===== src/rtl/vga_timing_gen_if.sv =====
// Raster timing bundle from vga_timing_gen to its consumers.
// pix_addr is present only when VGA_PIXEL_ADDR_EN is defined.
interface vga_timing_gen_if #(
   parameter int CW = 10
`ifdef VGA_PIXEL_ADDR_EN
   ,
   parameter int ADDR_W = 19
`endif
);
   logic          hsync;
   logic          vsync;
   logic          vidon;
   logic [CW-1:0] hc;
   logic [CW-1:0] vc;
   logic [CW-1:0] px_x;
   logic [CW-1:0] px_y;
   logic          line_start;
   logic          frame_start;
`ifdef VGA_PIXEL_ADDR_EN
   logic [ADDR_W-1:0] pix_addr;
`endif

   modport master (
      output hsync, vsync, vidon, hc, vc, px_x, px_y, line_start, frame_start
`ifdef VGA_PIXEL_ADDR_EN
      , output pix_addr
`endif
   );

   modport slave (
      input hsync, vsync, vidon, hc, vc, px_x, px_y, line_start, frame_start
`ifdef VGA_PIXEL_ADDR_EN
      , input pix_addr
`endif
   );
endinterface


===== src/rtl/vga_timing_gen.sv =====
// Parametrised VGA raster timing generator, all outputs registered from next counter values.
// Optional linear pixel address output enabled by defining VGA_PIXEL_ADDR_EN.
module vga_timing_gen #(
   parameter int   CW     = 10,
   parameter int   H_SYNC = 128,
   parameter int   H_BP   = 16,
   parameter int   H_ACT  = 640,
   parameter int   H_FP   = 16,
   parameter int   V_SYNC = 2,
   parameter int   V_BP   = 29,
   parameter int   V_ACT  = 480,
   parameter int   V_FP   = 10,
   parameter logic H_POL  = 1'b0,
   parameter logic V_POL  = 1'b0
`ifdef VGA_PIXEL_ADDR_EN
   ,
   parameter int   ADDR_W = 19
`endif
) (
   input  logic                clk,
   input  logic                clr_n,
   input  logic                ce,
   vga_timing_gen_if.master    vga
);
   localparam int H_TOT = H_SYNC + H_BP + H_ACT + H_FP;
   localparam int V_TOT = V_SYNC + V_BP + V_ACT + V_FP;

   localparam logic [CW-1:0] L_ZERO   = {CW{1'b0}};
   localparam logic [CW-1:0] L_ONE    = {{(CW-1){1'b0}}, 1'b1};
   localparam logic [CW-1:0] L_H_MAX  = CW'(H_TOT - 1);
   localparam logic [CW-1:0] L_V_MAX  = CW'(V_TOT - 1);
   localparam logic [CW-1:0] L_HA_OFF = CW'(H_SYNC + H_BP);
   localparam logic [CW-1:0] L_VA_OFF = CW'(V_SYNC + V_BP);
   // Window bounds carry one extra bit so an end at 2**CW does not alias to zero.
   localparam logic [CW:0]   L_H_SYNC = (CW+1)'(H_SYNC);
   localparam logic [CW:0]   L_HA_BEG = (CW+1)'(H_SYNC + H_BP);
   localparam logic [CW:0]   L_HA_END = (CW+1)'(H_SYNC + H_BP + H_ACT);
   localparam logic [CW:0]   L_V_SYNC = (CW+1)'(V_SYNC);
   localparam logic [CW:0]   L_VA_BEG = (CW+1)'(V_SYNC + V_BP);
   localparam logic [CW:0]   L_VA_END = (CW+1)'(V_SYNC + V_BP + V_ACT);

   logic [CW-1:0] r_hc;
   logic [CW-1:0] r_vc;
   logic          r_hsync;
   logic          r_vsync;
   logic          r_vidon;
   logic [CW-1:0] r_px_x;
   logic [CW-1:0] r_px_y;
   logic          r_line_start;
   logic          r_frame_start;

   logic          w_hc_wrap;
   logic [CW-1:0] w_hc_nxt;
   logic [CW-1:0] w_vc_nxt;
   logic          w_h_act;
   logic          w_v_act;
   logic          w_vidon_nxt;
   logic          w_hsync_nxt;
   logic          w_vsync_nxt;
   logic [CW-1:0] w_px_x_nxt;
   logic [CW-1:0] w_px_y_nxt;
   logic          w_line_nxt;
   logic          w_frame_nxt;

   // Next counter position and every output decoded from it.
   always_comb begin
      w_hc_wrap = (r_hc == L_H_MAX);
      if (w_hc_wrap) begin
         w_hc_nxt = L_ZERO;
         w_vc_nxt = (r_vc == L_V_MAX) ? L_ZERO : (r_vc + L_ONE);
      end else begin
         w_hc_nxt = r_hc + L_ONE;
         w_vc_nxt = r_vc;
      end
      w_h_act     = ({1'b0, w_hc_nxt} >= L_HA_BEG) && ({1'b0, w_hc_nxt} < L_HA_END);
      w_v_act     = ({1'b0, w_vc_nxt} >= L_VA_BEG) && ({1'b0, w_vc_nxt} < L_VA_END);
      w_vidon_nxt = w_h_act && w_v_act;
      w_hsync_nxt = ({1'b0, w_hc_nxt} < L_H_SYNC) ? H_POL : ~H_POL;
      w_vsync_nxt = ({1'b0, w_vc_nxt} < L_V_SYNC) ? V_POL : ~V_POL;
      if (w_vidon_nxt) begin
         w_px_x_nxt = w_hc_nxt - L_HA_OFF;
         w_px_y_nxt = w_vc_nxt - L_VA_OFF;
      end else begin
         w_px_x_nxt = L_ZERO;
         w_px_y_nxt = L_ZERO;
      end
      w_line_nxt  = (w_hc_nxt == L_ZERO);
      w_frame_nxt = w_line_nxt && (w_vc_nxt == L_ZERO);
   end

   // Timing registers; strobes self-clear on idle clocks while the rest hold.
   always_ff @(posedge clk or negedge clr_n) begin
      if (!clr_n) begin
         r_hc          <= L_H_MAX;
         r_vc          <= L_V_MAX;
         r_hsync       <= ~H_POL;
         r_vsync       <= ~V_POL;
         r_vidon       <= 1'b0;
         r_px_x        <= L_ZERO;
         r_px_y        <= L_ZERO;
         r_line_start  <= 1'b0;
         r_frame_start <= 1'b0;
      end else if (ce) begin
         r_hc          <= w_hc_nxt;
         r_vc          <= w_vc_nxt;
         r_hsync       <= w_hsync_nxt;
         r_vsync       <= w_vsync_nxt;
         r_vidon       <= w_vidon_nxt;
         r_px_x        <= w_px_x_nxt;
         r_px_y        <= w_px_y_nxt;
         r_line_start  <= w_line_nxt;
         r_frame_start <= w_frame_nxt;
      end else begin
         r_line_start  <= 1'b0;
         r_frame_start <= 1'b0;
      end
   end

   assign vga.hc          = r_hc;
   assign vga.vc          = r_vc;
   assign vga.hsync       = r_hsync;
   assign vga.vsync       = r_vsync;
   assign vga.vidon       = r_vidon;
   assign vga.px_x        = r_px_x;
   assign vga.px_y        = r_px_y;
   assign vga.line_start  = r_line_start;
   assign vga.frame_start = r_frame_start;

`ifdef VGA_PIXEL_ADDR_EN
   localparam logic [ADDR_W-1:0] L_A_ZERO = {ADDR_W{1'b0}};
   localparam logic [ADDR_W-1:0] L_A_ONE  = {{(ADDR_W-1){1'b0}}, 1'b1};

   logic [ADDR_W-1:0] r_pix_addr;

   // Step past each displayed pixel so blanking holds the next active address.
   always_ff @(posedge clk or negedge clr_n) begin
      if (!clr_n) begin
         r_pix_addr <= L_A_ZERO;
      end else if (ce) begin
         if (w_frame_nxt) begin
            r_pix_addr <= L_A_ZERO;
         end else if (r_vidon) begin
            r_pix_addr <= r_pix_addr + L_A_ONE;
         end else begin
            r_pix_addr <= r_pix_addr;
         end
      end else begin
         r_pix_addr <= r_pix_addr;
      end
   end

   assign vga.pix_addr = r_pix_addr;
`endif
endmodule


===== src/flat_wrapper.sv =====
// flat-port wrapper written by rule: the top's interface ports become plain ports
module vga_timing_gen_flat 
#(
   parameter int   CW     = 10,
   parameter int   H_SYNC = 128,
   parameter int   H_BP   = 16,
   parameter int   H_ACT  = 640,
   parameter int   H_FP   = 16,
   parameter int   V_SYNC = 2,
   parameter int   V_BP   = 29,
   parameter int   V_ACT  = 480,
   parameter int   V_FP   = 10,
   parameter logic H_POL  = 1'b0,
   parameter logic V_POL  = 1'b0

)
  (clk, clr_n, ce, vga_hsync, vga_vsync, vga_vidon, vga_hc, vga_vc, vga_px_x, vga_px_y, vga_line_start, vga_frame_start);
  vga_timing_gen_if #(.CW(CW)) vga_i ();
  input  logic clk;
  input  logic clr_n;
  input  logic ce;
  output wire logic [$bits(vga_i.hsync)-1:0] vga_hsync;
  output wire logic [$bits(vga_i.vsync)-1:0] vga_vsync;
  output wire logic [$bits(vga_i.vidon)-1:0] vga_vidon;
  output wire logic [$bits(vga_i.hc)-1:0] vga_hc;
  output wire logic [$bits(vga_i.vc)-1:0] vga_vc;
  output wire logic [$bits(vga_i.px_x)-1:0] vga_px_x;
  output wire logic [$bits(vga_i.px_y)-1:0] vga_px_y;
  output wire logic [$bits(vga_i.line_start)-1:0] vga_line_start;
  output wire logic [$bits(vga_i.frame_start)-1:0] vga_frame_start;
  assign vga_hsync = vga_i.hsync;
  assign vga_vsync = vga_i.vsync;
  assign vga_vidon = vga_i.vidon;
  assign vga_hc = vga_i.hc;
  assign vga_vc = vga_i.vc;
  assign vga_px_x = vga_i.px_x;
  assign vga_px_y = vga_i.px_y;
  assign vga_line_start = vga_i.line_start;
  assign vga_frame_start = vga_i.frame_start;
  vga_timing_gen #(.CW(CW), .H_SYNC(H_SYNC), .H_BP(H_BP), .H_ACT(H_ACT), .H_FP(H_FP), .V_SYNC(V_SYNC), .V_BP(V_BP), .V_ACT(V_ACT), .V_FP(V_FP), .H_POL(H_POL), .V_POL(V_POL)) u_core (.clk(clk), .clr_n(clr_n), .ce(ce), .vga(vga_i));
endmodule

===== config.mk =====
export PLATFORM = sky130hd
export DESIGN_NAME = vga_timing_gen_flat
export DESIGN_NICKNAME = d
export VERILOG_FILES = /design/src/rtl/vga_timing_gen_if.sv /design/src/rtl/vga_timing_gen.sv /design/src/flat_wrapper.sv
export SDC_FILE = /design/constraint.sdc
export NUM_CORES = 1
export LEC_CHECK = 0
export ABC_AREA = 1
export BUFFER_PORTS_ARGS = -buffer_cell sky130_fd_sc_hd__buf_4
export CAP_MARGIN = 20
export CORE_MARGIN = 3
export CORE_UTILIZATION = 52
export DETAILED_ROUTE_END_ITERATION = 16
export MAX_ROUTING_LAYER = met4
export PLACE_DENSITY_LB_ADDON = 0.2
export SYNTH_ARGS = -nofsm -noshare
export SYNTH_HDL_FRONTEND = slang
export SYNTH_SLANG_ARGS = --single-unit
export TNS_END_PERCENT = 5

===== constraint.sdc =====
create_clock -name clk -period 2.5 [get_ports clk]
set_input_delay 0.25 -clock clk [delete_from_list [all_inputs] [get_ports clk]]
set_output_delay 0.25 -clock clk [all_outputs]
set_load 0.1 [all_outputs]

# == Yosys cells after proc, flatten, opt, wreduce, memory -nomap -nowiden ==
# Index checks and enable logic that the tools add are counted.
# word_totals
out_inout_bits,45
register_bits,45
elab_cells,36
# op_classes
n_lt_le_gt_ge,6
muxes,9
reduce_logical,6
n_eq_ne,2
addsub,4
# op_table
cell,n
$mux 10,5
$add 10x1->10 const B,2
$eq 10x10->1 const B,2
$logic_not 10->1,2
$ge 10x5->1 const B,1
$ge 10x8->1 const B,1
$lt 10x10->1 const B,1
$lt 10x2->1 const B,1
$lt 10x8->1 const B,1
$lt 10x9->1 const B,1
$sub 10x5->10 const B,1
$sub 10x8->10 const B,1
$logic_and 1x1->1,4
$mux 1,4

# == Depth between registers and ports, before layout ==
# Gate-level depths: netlist of run 1.
# depth
ltp_word,7
depth_mapped,17
mapped_depth_nobuf,16

# == Worst setup path before layout of run 1 ==
# Ideal clock, no wire load.
# synth_timing
kind,register to register
startpoint,"register u_core.r_hc[1], in the netlist u_core.vga.hc[1]"
endpoint,"register u_core.r_px_y[2], in the netlist u_core.vga.px_y[2]"
period_less_slack_ps,3017
setup_ps,75
required_ps,2425
arrival_time_ps,2942
path_slack_ps,-517
path_stages_with_launch,17
path_cell_list,dfstp_2 > ha_1 > nand2_2 > nor2_8 > inv_2 > nor2_4 > buf_6 > nand3_1 > nand2_2 > ha_1 > nand3_2 > nor2_1 > nor2_4 > nand2_4 > nand4_4 > buf_8 > o21bai_2
# synth_via
elab_chain_cells,6
word_cells_on_any_way,13
classes_between,add/sub: 2; order compare: 4; eq/ne: 1; mux: 3; reduce/logical: 3
# synth_lines
element,line_no,text
"start, declared",vga_timing_gen.sv:42,logic [CW-1:0] r_hc;
"start signal, assigned",vga_timing_gen.sv:104,r_hc <= w_hc_nxt;
$eq 10x10->1 (*),vga_timing_gen.sv:67,w_hc_wrap = (r_hc == L_H_MAX);
$mux 10 (*),vga_timing_gen.sv:68,if (w_hc_wrap) begin
via u_core.w_vc_nxt[0],vga_timing_gen.sv:54,logic [CW-1:0] w_vc_nxt;
$ge 10x5->1 or $lt 10x9->1 (tied branches),vga_timing_gen.sv:76,"w_v_act = ({1'b0, w_vc_nxt} >= L_VA_BEG) && ({1'b0, w_vc_nxt} < L_VA_END);"
$logic_and 1x1->1,vga_timing_gen.sv:76,
$logic_and 1x1->1,vga_timing_gen.sv:77,w_vidon_nxt = w_h_act && w_v_act;
$mux 10 (*),vga_timing_gen.sv:80,if (w_vidon_nxt) begin
"end signal, assigned",vga_timing_gen.sv:110,r_px_y <= w_px_y_nxt;
"end, declared",vga_timing_gen.sv:48,logic [CW-1:0] r_px_y;
# The timed path passes the listed nets; every way through them passes the cells marked *.
# A chain may end at the register's enable or synchronous reset.

# == Worst setup path in the final report of run 1 ==
# layout_timing
startpoint,"register u_core.r_hc[1], in the netlist u_core.vga.hc[1]"
endpoint,"register u_core.r_px_y[9], in the netlist u_core.vga.px_y[9]"
# The elaborated chain is that of the path after synthesis.

==> flow_results.org, run 1 <==
** Synth
- Of the total synthesized cell area, the portion taken by AND, OR, NAND and NOR gates is 0.376.
- Sequential area share after synthesis :: 0.372
- The synthesized design contains 0 enable-type register cells.
- Of the total synthesized cell area, the portion taken by full adders, half adders and majority gates is 0.0327.
- Largest area contributor in the synthesized netlist :: sky130_fd_sc_hd__dfrtp_1
- Instance count of the mapped netlist :: around 420
- Of the post-synthesis cell area, the dominant cell type holds 0.278.
- Warnings, synthesis :: 0
- Of the post-synthesis cell area, the part taken by muxes is 0.
- In the synthesized netlist the dominant register cell turns out to be sky130_fd_sc_hd__dfrtp_1.
- Complex-gate fraction of the synthesized area :: 0.0960
- Post-synthesis net count :: 430
- Of the total synthesized cell area, the portion taken by XOR and XNOR cells is 0.0229.
- In this run the cell area of the synthesized design comes to slightly above 3000 um^2.
- Share of async-settable or async-resettable flops after synthesis :: 1.00
- By area the synthesized netlist is led by sky130_fd_sc_hd__dfrtp_1, sky130_fd_sc_hd__nand2_1, sky130_fd_sc_hd__dfstp_2.
- Mapped Avg Cell Area :: between 7 and 8 um^2
- After synthesis, the largest family of logic cells by area is simple AND/OR/NAND/NOR gates.
- Distinct cell type count after synthesis :: 37
- Flip-flop and latch count after synthesis :: between 40 and 50

** Pwr
- Summed over all cells, the static leakage comes to between 0.0015 and 0.002 uW.
- The design draws 4730 uW.
- Maximum resistive drop on vdd :: 0.860 mV
- Total power per unit cell area :: between 1000 and 1500 nW/um^2

** Placed design
- Post-DP Area :: 3680 um^2
- Final HPWL DP :: ~5.8 mm
- Routability-driven placement finished with a final weighted congestion of about 0.95.
- Buffers placed on the I/O ports in this run total 47.

** Routing
- 1st-pass router iterations :: 4
- Final WL :: a little under 8 mm
- Antenna-violating nets left :: 0
- After detailed routing, the average wire length per cell comes to 14.1 um.
- 1st-iter DRT viols :: 240
- Routed vias/inst :: around 5
- Total vias in the final route :: roughly 2900
- DRC violation count after routing :: 0

** STA
- Hold violation total from the final report :: 0
- Highest Clock Rate :: slightly above 400 MHz
- Crit path time final :: 2.49 ns
- For the final database, setup skew stands at approximately 0.012 ns.
- Final critical-path share of the clock period :: 0.995
- For the pin with the worst max-slew slack, the measured transition is a little under 0.6 ns.
- Setup total negative slack :: 0 ns
- Setup repair after global routing missed its margin :: true
- The worst pin sits at a relative slew slack of 0.613.
- Final hold analysis gives a worst-case slack of ~0.35 ns.
- Final number of max-transition violations :: 0
- Final setup vio count :: 0

** Clocking
- Clock root cell :: sky130_fd_sc_hd__clkbuf_8
- TritonCTS built the clock tree.
- Clock Pin Slew Worst Setup and Hold Paths :: 0.09 ns
- CTS buffer count :: 5
- Worst skew pair latency :: 0.31 ns
- Max Buffers Root-to-Sink :: 2
- Clock net sink count :: between 40 and 50
- CTS H-tree depth :: 2

** Worst setup path
- Nature of the critical path startpoint :: flop
- At the worst endpoint, the required time is about 2.7 ns.
- Data on the critical path arrives at its endpoint at between 2 and 3 ns.
- Of all nets on the critical path, the largest fanout is 7.
- Worst reg-to-reg setup slack :: ~0.013 ns
- STA classifies the critical path endpoint as a flop.
- Setup Crit Path Kind :: flop to flop

** Global routing
- The first global-routing pass estimated roughly 13 mm of wire.
- Total GRT Usage :: 0.259
- Pin count of the biggest net entering global routing :: 46
- The number of antenna violations at the first check in global routing was 0.
- The via count of the first global-routing pass was 2706.
- Global-route congestion overflow total :: 0

** Floorplan
- Starting utilization of the core area :: 0.546
- 48 I/O pins were placed.
- The die is ~83 um tall.
- Total Die Area :: approximately 7000 um^2
- The initialized floorplan defines 27 standard-cell rows.
- Measured along the x axis, the die boundary spans 82.8 um.
- Placeable core region :: 5610 um^2

** Finish
- Leaving out fill and tap cells, the most frequent cells in the layout are sky130_fd_sc_hd__nand2_1, sky130_fd_sc_hd__buf_4, sky130_fd_sc_hd__inv_1.
- Number of antenna repair diodes :: 0
- The final layout contains approximately 500 nets.
- Post-Layout Inst Area :: 3900 um^2
- After filler insertion, the fill cell instance count of the layout stands at around 480.
- Layout Utilization :: 0.695
- Relative area change from synthesis to final layout :: 27.2%
- The library cell used most frequently in the layout, excluding fill and tap cells, is sky130_fd_sc_hd__nand2_1.
- In the final layout, the share of cells above drive strength 1 is 0.319.

** Hold path
- Hold Path Class :: input port to flop

** Run status
- Run status :: completed

** Run
- Max-cap violations in this run came to 0.
==> synthesized netlist by cell type (all sizes together), types with 2 or more instances <==
| library cell | instances |
|---|---|
| nand2 | 133 |
| inv | 57 |
| nor2 | 57 |
| nand3 | 36 |
| dfrtp | 34 |
| o21ai | 25 |
| nand4 | 14 |
| o21bai | 12 |
| dfstp | 11 |
| ha | 8 |
| buf | 7 |
| clkbuf | 6 |
| xor2 | 6 |
| a21oi | 4 |
| clkinv | 2 |
| xnor2 | 2 |
==> power breakdown <==
| group | internal, uW | leakage (uW) | total, uW | switching, uW |
|---|---|---|---|---|
| Sequential | 976 | 0.000551 | 1170 | 195 |
| Combinational | 705 | 0.00138 | 2930 | 2230 |
| Clock | 357 | 0.0000663 | 623 | 266 |
| Total | 2040 | 0.00200 | 4730 | 2690 |
==> worst max-delay path, stage by stage, from the launching register on <==
cell and delay (ns):
sky130_fd_sc_hd__dfstp_4 0.66, sky130_fd_sc_hd__ha_4 0.15, sky130_fd_sc_hd__nand2_4 0.08, sky130_fd_sc_hd__nor2_8 0.13
sky130_fd_sc_hd__inv_2 0.07, sky130_fd_sc_hd__nor2_4 0.16, sky130_fd_sc_hd__nand3_2 0.12, sky130_fd_sc_hd__nand2_4 0.11
sky130_fd_sc_hd__ha_4 0.16, sky130_fd_sc_hd__nand3_4 0.10, sky130_fd_sc_hd__nor2_4 0.11, sky130_fd_sc_hd__nor2_4 0.05
sky130_fd_sc_hd__nand2_4 0.08, sky130_fd_sc_hd__nand4_4 0.10, sky130_fd_sc_hd__buf_12 0.18, sky130_fd_sc_hd__o21bai_1 0.12
==> routing by layer <==
metal	vias up	global-route usage	routed length, um
li1	1443	-	-
met1	1334	0.336	3610
met2	81	0.421	3670
met4	0	0.0670	98
met5	-	-	0
met3	7	0.0456	480
==> logic make-up after synthesis <==
group                      after synthesis
and+or+nand+nor                        242
adders and majority gates                8
DFF                                     45
buffers and inverters                   72
AOI/OAI and AO/OA                       44
xor gates and xnor gates                 8
==> worst paths after layout <==
| kind | start | cells past startpoint | endpoint |
|---|---|---|---|
| worst max-delay path | u_core.vga.hc[1] | 15 | u_core.vga.px_y[9] |
| worst min-delay path | ce | 3 | u_core.vga.hc[2] |
| worst max register to register | u_core.vga.hc[1] | 15 | u_core.vga.px_y[9] |
| worst min register to register | u_core.vga.px_x[2] | 2 | u_core.vga.px_x[2] |
| max in group asynchronous | clr_n | 2 | u_core.vga.hc[7] |
| min in group asynchronous | clr_n | 2 | u_core.vga.px_x[3] |
==> flip-flops by register name (all words and copies together), names as in the netlist <==
| signal | cells |
|---|---|
| u_core.vga.frame_start | 1 |
| u_core.vga.hc | 10 |
| u_core.vga.hsync | 1 |
| u_core.vga.line_start | 1 |
| u_core.vga.px_x | 10 |
| u_core.vga.px_y | 10 |
| u_core.vga.vc | 10 |
| u_core.vga.vidon | 1 |
| u_core.vga.vsync | 1 |
==> timing repair <==
action / 4_1_cts / 5_1_grt
pin swaps: 1 / 3
endpoints found under the setup margin: 13 / 21
gates resized for setup: 1 / 13
setup buffers: 3 / 0
hold buffers: 1 / 0
hold endpoints to repair: 34 / 0
==> area by class of cell <==
cell class,count,area [um^2],area share
well taps,72,90.1,0.0231
flip-flops and latches,45,1160,0.298
clock inverters,2,35.0,0.00899
repair buffers,72,568,0.146
inverters,59,221,0.0568
clock buffers,6,93.8,0.0241
multi-input cells,302,1730,0.443
==> stage by stage <==
step,std cells,worst slack [ns]
5_1_grt,558,-0.124
3_5_place_dp,546,-0.112
2_1_floorplan,419,-0.132
3_3_place_gp,546,0.0443
4_1_cts,558,0.00408
6_report,558,0.0131
Note: power is estimated with default switching activity, not from simulation.
==> inputs of run 2 (changes only) <==
BUFFER_PORTS_ARGS = -buffer_cell sky130_fd_sc_hd__buf_2   (was -buffer_cell sky130_fd_sc_hd__buf_4)
==> run 2 against run 1 <==
Net effect:
- via count down 1.2%
- critical endpoint unchanged
- die area unchanged
- critical path type unchanged
- combinational power down 5%
==> flow_results.org, run 2 (same netlist as run 1, synthesis figures left out) <==
** Routing
- Summed over all layers, the routed wires come to about 7.7 mm.
- Routed vias/inst :: 5.08
- In this run the remaining antenna-violating nets after routing total 0.
- The first detailed-routing pass ran for 5 iterations.
- Routed len/inst :: around 14 um
- The detailed router finished its first iteration with ~220 violations.
- After detailed routing, the number of remaining DRC violations is 0.
- Across all layers, the routed design uses between 2000 and 3000 vias.

** Worst setup path
- Data arrival time of the critical path :: between 2 and 3 ns
- Walking the worst path, the cells encountered are ha_4, nand2_4, nor2_8, inv_4, nor2_4, nand3_2, nand2_4, ha_4, nand3_4, nor2_2, nand3_2, nand4_4, buf_6, o21bai_1.
- Together, buffers and inverters on the worst path number 2.
- Grouping stages by cell kind, the critical path spends the most delay in simple AND/OR/NAND/NOR gates.
- Data on the critical path is required at its endpoint by 2.69 ns.
- Reg2Reg Capture Point :: u_core.vga.px_y[9]
- Counting cells, the worst reg-to-reg path comes to 14.
- Along the worst path, the maximum fanout reaches 7.
- In this run the number of cells on the critical path is 14.
- Critical Path Sink Type :: flop
- Cell with the biggest individual delay on the critical path :: sky130_fd_sc_hd__dfstp_4
- The worst setup path is launched from a flop.
- Worst reg-to-reg setup slack :: ~0.016 ns
- Worst path max stage delay :: 0.66 ns
- Setup Crit Path Kind :: flop to flop
- The startpoint identified for the worst register-to-register timing path is u_core.vga.hc[0].

** STA
- The worst pin sits at a relative slew slack of 0.334.
- Crit path time final :: 2.48 ns
- Max Clock Skew :: 0.00836 ns
- Final number of max-transition violations :: 0
- Highest Clock Rate :: between 400 and 500 MHz
- The hold violation count in the final report is 0.
- Final critical-path share of the clock period :: 0.993
- Setup violations remaining at the end of the flow were counted as 0.
- Worst Setup Slack, final :: 0.0164 ns
- For the pin with the worst max-slew slack, the measured transition is roughly 1 ns.
- Worst Hold Margin :: 0.111 ns
- Setup repair after global routing could not meet its margin everywhere.

** Global routing
- Wire length of the first global-routing pass :: between 10 and 15 mm
- Total GRT Usage :: 0.246
- For this run, global-route usage on met1 was measured as 0.341.
- Global-route congestion overflow total :: 0
- Met3 GRT Util :: 0.0347
- The number of antenna violations at the first check in global routing is 0.
- GRT Max-Usage Layer :: met2
- Pin count of the biggest net entering global routing :: between 40 and 50
- For this run, global-route usage on met2 was measured as 0.387.
- The via count of the first global-routing pass was approximately 2700.

** Finish
- Number of antenna repair diodes :: 0
- Relative area change from synthesis to final layout :: 22.5%
- Summing all flip-flop and latch instances after layout gives around 1200 um^2.
- Of the cells placed in the final design, the portion with a size suffix greater than 1 is 0.324.
- Layout Utilization :: 0.669
- In the layout the commonest cells are sky130_fd_sc_hd__nand2_1, sky130_fd_sc_hd__inv_1, sky130_fd_sc_hd__buf_2.
- Final standard cell count with taps included and fillers excluded :: ~560
- Most common cell after layout, fill and taps aside :: sky130_fd_sc_hd__nand2_1
- Fill cells in the final layout number slightly below 500.
- Multi-input logic area :: between 1500 and 2000 um^2
- Final Net Count :: just under 500

** Clocking
- CTS H-tree depth :: 2
- CTS Hold Bufs :: 0
- TritonCTS built the clock tree.
- Worst skew pair latency :: roughly 0.3 ns
- Clock net sink count :: 45
- Clock root cell :: sky130_fd_sc_hd__clkbuf_8
- Max Buffers Root-to-Sink :: 2
- CTS buffer count :: 5
- Clock Pin Slew Worst Setup and Hold Paths :: ~0.09 ns

** Placed design
- In this run the tool buffered the top-level ports with between 40 and 50 buffer cells.
- Cell Count Post-Placement :: 542
- OpenSTA, run right after detailed placement, puts the worst setup slack at -0.0484 ns.
- Final RePlAce weighted congestion :: ~0.93
- Once detailed placement completed, the half-perimeter wirelength came to between 5 and 6 mm.

** Floorplan
- From left edge to right edge, the die measures approximately 83 um.
- The region available for standard cell placement spans ~5600 um^2.
- For this configuration, the core starts out at a cell density of 0.546.
- From bottom edge to top edge, the die measures 82.8 um.
- 48 I/O pins were placed.
- Total Die Area :: 6850 um^2
- Number of placement rows :: 27

** Run status
- The run finished with clean final reports.

** Hold path
- The tightest min-delay check is of the input port to async pin type.

** Pwr
- Total power per unit cell area :: approximately 1200 nW/um^2
- Static Leak :: 0.00196 uW
- Maximum resistive drop on vdd :: 1.12 mV
- Overall power consumption after layout is estimated at about 4500 uW.

** Run
- Across the run, the number of max-cap violations was 0.
## run 2: cell count changes in the layout (fill, tap and decap cells not counted), moves of 2 or more
| cell | before | now |
|---|---|---|
| sky130_fd_sc_hd__buf_4 | 69 | 20 |
| sky130_fd_sc_hd__buf_2 | 0 | 47 |
| sky130_fd_sc_hd__buf_6 | 0 | 3 |
| sky130_fd_sc_hd__inv_2 | 3 | 1 |
| sky130_fd_sc_hd__nand2_1 | 116 | 114 |
| sky130_fd_sc_hd__nand2_2 | 11 | 13 |
| sky130_fd_sc_hd__nor2_2 | 5 | 7 |
| sky130_fd_sc_hd__o21ai_1 | 6 | 4 |
| sky130_fd_sc_hd__o21ai_2 | 0 | 2 |
## run 2: routing by layer
metal,vias up,part of all wire
met5,-,0
met4,0,0.0079
met3,7,0.060
met2,92,0.47
met1,1291,0.46
li1,1442,-
## run 2: per-stage QoR
| step | TNS (ns) | area [um^2] |
|---|---|---|
| 5_1_grt | -1.04 | 3750 |
| 3_3_place_gp | 0 | 3530 |
| 4_1_cts | 0 | 3660 |
| 2_1_floorplan | -1.74 | 3150 |
| 6_report | 0 | 3750 |
| 3_5_place_dp | -0.315 | 3530 |
## run 2: final cells by class
class | instances | share of cell area
clock buffer | 5 | 0.0183
clock inverter | 3 | 0.0123
inverter | 59 | 0.0597
multi-input combinational | 302 | 0.459
sequential | 45 | 0.310
tap | 72 | 0.0240
timing repair buffer | 71 | 0.117
## run 2: worst max path at each step
| stage | start | to | slack [ns] |
|---|---|---|---|
| after floorplan | u_core.vga.hc[1] | u_core.vga.px_y[2] | -0.13 |
| after global placement | u_core.vga.hc[1] | u_core.vga.px_x[9] | 0.05 |
| after detailed placement | u_core.vga.hc[1] | u_core.vga.px_y[9] | -0.05 |
| after CTS | u_core.vga.hc[1] | u_core.vga.px_y[9] | 0.03 |
| after global routing | u_core.vga.hc[1] | u_core.vga.px_y[9] | -0.09 |
| final | u_core.vga.hc[0] | u_core.vga.px_y[9] | 0.02 |
## run 2: power breakdown
group	switching (uW)	total [uW]	internal [uW]
clock network	263	563	299
registers	202	1180	976
logic	2200	2770	572
total	2660	4510	1850
## run 2: worst reg2reg max path, stage by stage (launching register included)
cell and delay, ns:
sky130_fd_sc_hd__dfstp_4 0.66, sky130_fd_sc_hd__ha_4 0.16, sky130_fd_sc_hd__nand2_4 0.08, sky130_fd_sc_hd__nor2_8 0.17, sky130_fd_sc_hd__inv_4 0.06, sky130_fd_sc_hd__nor2_4 0.16, sky130_fd_sc_hd__nand3_2 0.12, sky130_fd_sc_hd__nand2_4 0.11
sky130_fd_sc_hd__ha_4 0.15, sky130_fd_sc_hd__nand3_4 0.10, sky130_fd_sc_hd__nor2_2 0.12, sky130_fd_sc_hd__nand3_2 0.13, sky130_fd_sc_hd__nand4_4 0.13, sky130_fd_sc_hd__buf_6 0.15, sky130_fd_sc_hd__o21bai_1 0.08
## run 2: repair_timing
action / CTS / global route
gates resized for setup: 0 / 17
pin swaps: 1 / 18
setup endpoints to repair: 12 / 22
setup buffers: 2 / 5
